`config.mk`:
```
export PLATFORM = sky130hd
export DESIGN_NAME = abr_loop_seq
export DESIGN_NICKNAME = d
export VERILOG_FILES = /design/src/rtl/abr_loop_seq.sv
export SDC_FILE = /design/constraint.sdc
export NUM_CORES = 1
export LEC_CHECK = 0
export ABC_AREA = 1
export BUFFER_PORTS_ARGS = -buffer_cell sky130_fd_sc_hd__buf_4
export CORE_ASPECT_RATIO = 0.5
export CORE_MARGIN = 2
export CORE_UTILIZATION = 63
export CTS_CLUSTER_SIZE = 28
export DETAILED_ROUTE_END_ITERATION = 6
export HOLD_SLACK_MARGIN = 0.15
export PLACE_DENSITY_LB_ADDON = 0.2
export SYNTH_ARGS = -nofsm -noshare
export SYNTH_HDL_FRONTEND = slang
export SYNTH_SLANG_ARGS = --single-unit
```
`constraint.sdc`:
```
create_clock -name clk_i -period 7.55 [get_ports clk_i]
set_clock_uncertainty 0.15 [all_clocks]
set_input_delay 0.755 -clock clk_i [delete_from_list [all_inputs] [get_ports clk_i]]
set_output_delay 0.755 -clock clk_i [all_outputs]
set_load 0.02 [all_outputs]
```
`src/rtl/abr_loop_seq.sv`:
```
// Hardened two-level (outer, inner) loop index sequencer built from two cross-checked counters.
// Optional macro ABR_LOOP_SEQ_BUBBLE_EN inserts one idle cycle after every outer-index advance.

// Cross-checked up counter: the primary counts up and the secondary counts down from all-ones,
// so pri == ~sec always holds. Saturation or any divergence between the two raises err_o.
module abr_hard_cnt #(
  parameter int Width = 4
) (
  input  logic             clk_i,
  input  logic             rst_b,
  input  logic             clr_i,
  input  logic             incr_i,
  input  logic [Width-1:0] step_i,
  output logic [Width-1:0] cnt_o,
  output logic             err_o
);

  logic [Width-1:0] pri_q, pri_d;
  logic [Width-1:0] sec_q, sec_d;
  logic             sat_q, sat_d;
  logic [Width:0]   up_sum;
  logic [Width:0]   dn_diff;

  // NOTE: every signal written in an always_comb gets a default first; a path that leaves
  // one unassigned would infer a latch.
  always_comb begin
    up_sum  = {1'b0, pri_q} + {1'b0, step_i};
    dn_diff = {1'b0, sec_q} - {1'b0, step_i};
    pri_d   = pri_q;
    sec_d   = sec_q;
    sat_d   = sat_q;
    if (clr_i) begin
      pri_d = '0;
      sec_d = '1;
    end else if (incr_i) begin
      pri_d = up_sum[Width]  ? '1 : up_sum[Width-1:0];
      sec_d = dn_diff[Width] ? '0 : dn_diff[Width-1:0];
      sat_d = sat_q | up_sum[Width] | dn_diff[Width];
    end
  end

  // NOTE: sequential state uses non-blocking assignments so every flop samples the
  // pre-edge values regardless of statement order.
  always_ff @(posedge clk_i or negedge rst_b) begin
    if (!rst_b) begin
      pri_q <= '0;
      sec_q <= '1;
      sat_q <= 1'b0;
    end else begin
      pri_q <= pri_d;
      sec_q <= sec_d;
      sat_q <= sat_d;
    end
  end

  assign cnt_o = pri_q;
  assign err_o = sat_q | (pri_q != ~sec_q);

endmodule

module abr_loop_seq #(
  parameter int OuterWidth = 4,
  parameter int InnerWidth = 6
) (
  input  logic                  clk_i,
  input  logic                  rst_b,
  input  logic                  start_i,
  input  logic                  abort_i,
  input  logic [OuterWidth-1:0] outer_max_i,
  input  logic [InnerWidth-1:0] inner_max_i,
  input  logic [InnerWidth-1:0] inner_step_i,
  input  logic                  stall_i,
  output logic                  valid_o,
  output logic [OuterWidth-1:0] outer_idx_o,
  output logic [InnerWidth-1:0] inner_idx_o,
  output logic                  last_o,
  output logic                  busy_o,
  output logic                  done_o,
  output logic                  err_o
);

  // Sparse encoding, pairwise Hamming distance >= 3; any other value falls into ERROR.
  typedef enum logic [5:0] {
    StIdle   = 6'b001011,
    StRun    = 6'b010110,
`ifdef ABR_LOOP_SEQ_BUBBLE_EN
    StBubble = 6'b100101,
`endif
    StDone   = 6'b111000,
    StError  = 6'b111111
  } state_e;

  state_e                state_q, state_d;
  logic [OuterWidth-1:0] outer_max_q;
  logic [InnerWidth-1:0] inner_max_q;
  logic [InnerWidth-1:0] step_q;
  logic [OuterWidth-1:0] outer_idx;
  logic [InnerWidth-1:0] inner_idx;
  logic [InnerWidth:0]   inner_sum;
  logic                  inner_clr, inner_incr, outer_clr, outer_incr, cfg_load;
  logic                  inner_err, outer_err;
  logic                  wrap, outer_last, accept;

  abr_hard_cnt #(.Width(InnerWidth)) u_inner_cnt (
    .clk_i  (clk_i),
    .rst_b  (rst_b),
    .clr_i  (inner_clr),
    .incr_i (inner_incr),
    .step_i (step_q),
    .cnt_o  (inner_idx),
    .err_o  (inner_err)
  );

  abr_hard_cnt #(.Width(OuterWidth)) u_outer_cnt (
    .clk_i  (clk_i),
    .rst_b  (rst_b),
    .clr_i  (outer_clr),
    .incr_i (outer_incr),
    .step_i (OuterWidth'(1)),
    .cnt_o  (outer_idx),
    .err_o  (outer_err)
  );

  // One extra bit so idx + step cannot alias below the bound.
  assign inner_sum  = {1'b0, inner_idx} + {1'b0, step_q};
  assign wrap       = inner_sum > {1'b0, inner_max_q};
  assign outer_last = outer_idx == outer_max_q;
  assign accept     = valid_o & ~stall_i;

  always_comb begin
    state_d    = state_q;
    inner_clr  = 1'b0;
    inner_incr = 1'b0;
    outer_clr  = 1'b0;
    outer_incr = 1'b0;
    cfg_load   = 1'b0;
    case (state_q)
      StIdle: begin
        if (start_i) begin
          if (inner_step_i == '0) begin
            state_d = StError;
          end else begin
            cfg_load  = 1'b1;
            inner_clr = 1'b1;
            outer_clr = 1'b1;
            state_d   = StRun;
          end
        end
      end
      StRun: begin
        if (abort_i) begin
          inner_clr = 1'b1;
          outer_clr = 1'b1;
          state_d   = StIdle;
        end else if (accept) begin
          if (!wrap) begin
            inner_incr = 1'b1;
          end else if (!outer_last) begin
            inner_clr  = 1'b1;
            outer_incr = 1'b1;
`ifdef ABR_LOOP_SEQ_BUBBLE_EN
            state_d    = StBubble;
`else
            state_d    = StRun;
`endif
          end else begin
            state_d = StDone;
          end
        end
      end
`ifdef ABR_LOOP_SEQ_BUBBLE_EN
      StBubble: begin
        if (abort_i) begin
          inner_clr = 1'b1;
          outer_clr = 1'b1;
          state_d   = StIdle;
        end else begin
          state_d = StRun;
        end
      end
`endif
      StDone: begin
        if (abort_i) begin
          inner_clr = 1'b1;
          outer_clr = 1'b1;
        end
        state_d = StIdle;
      end
      StError: state_d = StError;
      default: state_d = StError;
    endcase
    // Counter integrity failures override every other transition.
    if (inner_err || outer_err) begin
      state_d = StError;
    end
  end

  always_ff @(posedge clk_i or negedge rst_b) begin
    if (!rst_b) begin
      state_q     <= StIdle;
      outer_max_q <= '0;
      inner_max_q <= '0;
      step_q      <= '0;
    end else begin
      state_q <= state_d;
      if (cfg_load) begin
        outer_max_q <= outer_max_i;
        inner_max_q <= inner_max_i;
        step_q      <= inner_step_i;
      end
    end
  end

  assign valid_o     = state_q == StRun;
  assign last_o      = valid_o & wrap & outer_last;
  assign busy_o      = state_q != StIdle;
  assign done_o      = (state_q == StDone) & ~abort_i;
  assign err_o       = state_q == StError;
  assign outer_idx_o = outer_idx;
  assign inner_idx_o = inner_idx;

endmodule

```
==> summary.txt <==
Least-Margin Pin Slew - 0.558 ns
Crit path DAT - 2.93 ns
Mapped Avg Cell Area - 7.94 um^2
Slew HR - 0.628
Buf+Inv Stages, Crit Path - 3
CTS tree - yes
Sequential share of power - 0.478
Power Density - 164 nW/um^2
CTS Sinks - 44
Antenna Cells - 0
Count leader, synth - nand2_1
Number of global-route vias before repair - 2361
CTS Root Buffer Type - clkbuf_8
Logic pwr share - 0.190
Net Sw Frac - 0.282
Ports - 36
Post-synth top cells - nand2_1 (59), inv_1 (58), nor2_1 (38), dfrtp_1 (31), o21ai_0 (30)
CTS max path bufs - 2
Nets@finish - 445
Reg-to-Reg Start - u_inner_cnt.cnt_o[2]
Top cell type's share of synthesized area - 0.268
RSZ-0062 raised after global routing - false
Most common cell on crit path - nand2_1
Slowest-stage cell, CP - fa_1
Period utilization - 0.508
Critical Path Sink Type - output port
Initial Utilization - 0.658
Seq/Total Area, Yosys - 0.385
EDFF count, synth - 0
Num CTS Buffers - 5
Top delay family on crit path - adder cells
VDD IR-drop max - 117 uV
Synth warnings - 0
Cells after Synth - 365
Min Tclk post-route - 3.83 ns
DR vias - 2493
Mapped Nets - 408
Setup TNS - 0 ns
Routed Antenna Nets - 0
Yosys reg bits - 44
Final setup fails - 0
Post-DP HPWL - 4840 um
Startpoint types - register
Clock power share - 0.332
Reg2Reg Depth - 19
Fmax - 261 MHz
Core box area - 4400 um^2
Min-Delay Path Class - in2async
Drt pass-1 iters - 5
Std-Cell Rows - 17
Die width - 99.9 um
Die height - 52.0 um
Grt ovf - 0
R2r setup slk - 4.26 ns
Max Slew Vio Count - 0
Max Cap Violations - 0
Mapped cell area - 2900 um^2
Global-route wire length before repair - 10900 um
Postcts setup bufs - 0
Worst Path Max Fanout - 4
CTS Hold Buffers Added - 0
Yosys cell types - 37
Post-CTS resize count - 0
Critical path class - reg2out
Clk_lat worst skew - 0.30 ns
Crit-path max cell delay - 0.43 ns
Final hold violations - 0
Vias/cell - 5.42
Drt drc - 0
Gr usage total - 0.275
Die area - 5190 um^2
Post-synth ARST share - 1.00
Initial antenna violation count - 0
Status - complete, no violations
Internal power - 0.390 mW
Clk slew on worst S/H paths - 0.09 ns
Main synth FF type - dfrtp_1
Worst R2R End - u_inner_cnt.sec_q[3]
LEAKAGE - 1.72 nW
Fin util - 0.751
Largest net degree at the start of global routing - 45
RePlAce Congestion - 0.871
Cell taking the most area after synthesis - dfrtp_1
Layout cells sized above 1 - 0.216
CP Cell Sequence - ha_1, inv_1, fa_1, o21ai_0, xor2_1, ha_1, nand2_1, nand2_1, a21oi_1, nand2_1, nand2_1, nand2_2, inv_1, nor2_1, buf_4
WL/cell - 14.2 um
Area delta synth->final - 14.0%
Worst EP required - 6.64 ns
Port Buffer Count - 35
Routed Wire Length - 6530 um
Drt initial violations - 148
Psw - 0.153 mW
Synth top area cells - dfrtp_1 (27%), dfstp_2 (12%), ha_1 (8.6%)
H-tree levels - 2
[placed cells by master, fill, tap and decap left out, types with 2 or more instances in the layout]
cell type / n
dfstp_2: 13
mux2_2: 5
inv_1: 58
a21oi_1: 21
nand3_1: 15
xor2_1: 3
dfrtp_1: 31
nand2_2: 6
nor3_1: 3
nand2_1: 59
fa_1: 2
inv_2: 3
nand3_2: 2
or2_2: 4
o21a_1: 5
o211ai_1: 3
nor2_1: 38
nand4_1: 5
xnor2_1: 10
buf_4: 35
ha_1: 20
o21ai_1: 5
o21ai_0: 30
clkbuf_8: 5
nor2_2: 8
[layout make-up]
type | instances | area (um^2)
Inverter | 61 | 229
Multi-Input combinational cell | 255 | 1520
Sequential cell | 44 | 1120
Tap cell | 57 | 71.3
Clock inverter | 2 | 35.0
Timing Repair Buffer | 35 | 263
Clock buffer | 6 | 72.6
Fill cell | 353 | 1100
[worst max path at each step]
stage | cells after the start | to | slack [ns] | from
6_report | 15 | last_o | 3.72 | u_inner_cnt.cnt_o[0]
3_5_place_dp | 15 | last_o | 4.12 | u_inner_cnt.cnt_o[0]
4_1_cts | 15 | last_o | 3.75 | u_inner_cnt.cnt_o[0]
5_1_grt | 15 | last_o | 3.56 | u_inner_cnt.cnt_o[0]
2_1_floorplan | 14 | last_o | 4.20 | u_inner_cnt.cnt_o[0]
3_3_place_gp | 15 | last_o | 4.24 | u_inner_cnt.cnt_o[0]
[kinds of logic after synthesis]
| kind of cell | after synthesis | synth area share |
|---|---|---|
| XOR/XNOR | 13 | 0.0393 |
| multiplexers | 5 | 0.0194 |
| AND/OR/NAND/NOR | 147 | 0.235 |
| buffers and inverters | 66 | 0.0911 |
| flip-flops | 44 | 0.385 |
| AO/OA/AOI/OAI | 68 | 0.130 |
| adder cells (fa/ha/maj) | 22 | 0.100 |
[per-stage QoR]
stage | cell area [um^2] | instances | hold slack [ns] | total power, mW | setup slack [ns]
5_1_grt | 3310 | 460 | 0.333 | 0.569 | 3.56
3_3_place_gp | 3200 | 452 | 0.292 | 0.359 | 4.24
3_5_place_dp | 3200 | 452 | 0.300 | 0.363 | 4.12
6_report | 3310 | 460 | 0.289 | 0.543 | 3.72
4_1_cts | 3310 | 460 | 0.313 | 0.541 | 3.75
2_1_floorplan | 2900 | 365 | 0.272 | 0.327 | 4.20
[registers in the layout, summed over array words and instances (netlist names)]
signal,flops
u_outer_cnt.sat_q,1
u_inner_cnt.sat_q,1
u_inner_cnt.sec_q,6
u_outer_cnt.sec_q,4
u_inner_cnt.cnt_o,6
inner_max_q,6
state_q,6
u_outer_cnt.cnt_o,4
step_q,6
outer_max_q,4
[layer usage]
| metal | GRT usage | vias up | wire, um |
|---|---|---|---|
| met4 | 0.0822 | 0 | 93 |
| met1 | 0.395 | 1149 | 3160 |
| met3 | 0.0551 | 12 | 440 |
| met2 | 0.426 | 86 | 2840 |
| li1 | - | 1246 | - |
| met5 | 0 | - | 0 |
[worst register-to-register path, delay by kind of cell (launching register included)]
family / cells / cell delay [ns]
AND/OR/NAND/NOR: 12 / 1.36
AO/OA/AOI/OAI: 2 / 0.36
adder cells (fa/ha/maj): 2 / 0.68
XOR/XNOR: 1 / 0.12
flip-flops: 1 / 0.45
buffers and inverters: 2 / 0.11
[power groups by stage]
stage          registers (mW)  clock network [mW]  logic [mW]
6_report                0.260               0.180       0.103
4_1_cts                 0.259               0.180       0.102
2_1_floorplan           0.263                   0      0.0638
3_3_place_gp            0.263                   0      0.0958
3_5_place_dp            0.264                   0      0.0998
5_1_grt                 0.261               0.192       0.116
Note: power is estimated with default switching activity, not from simulation.
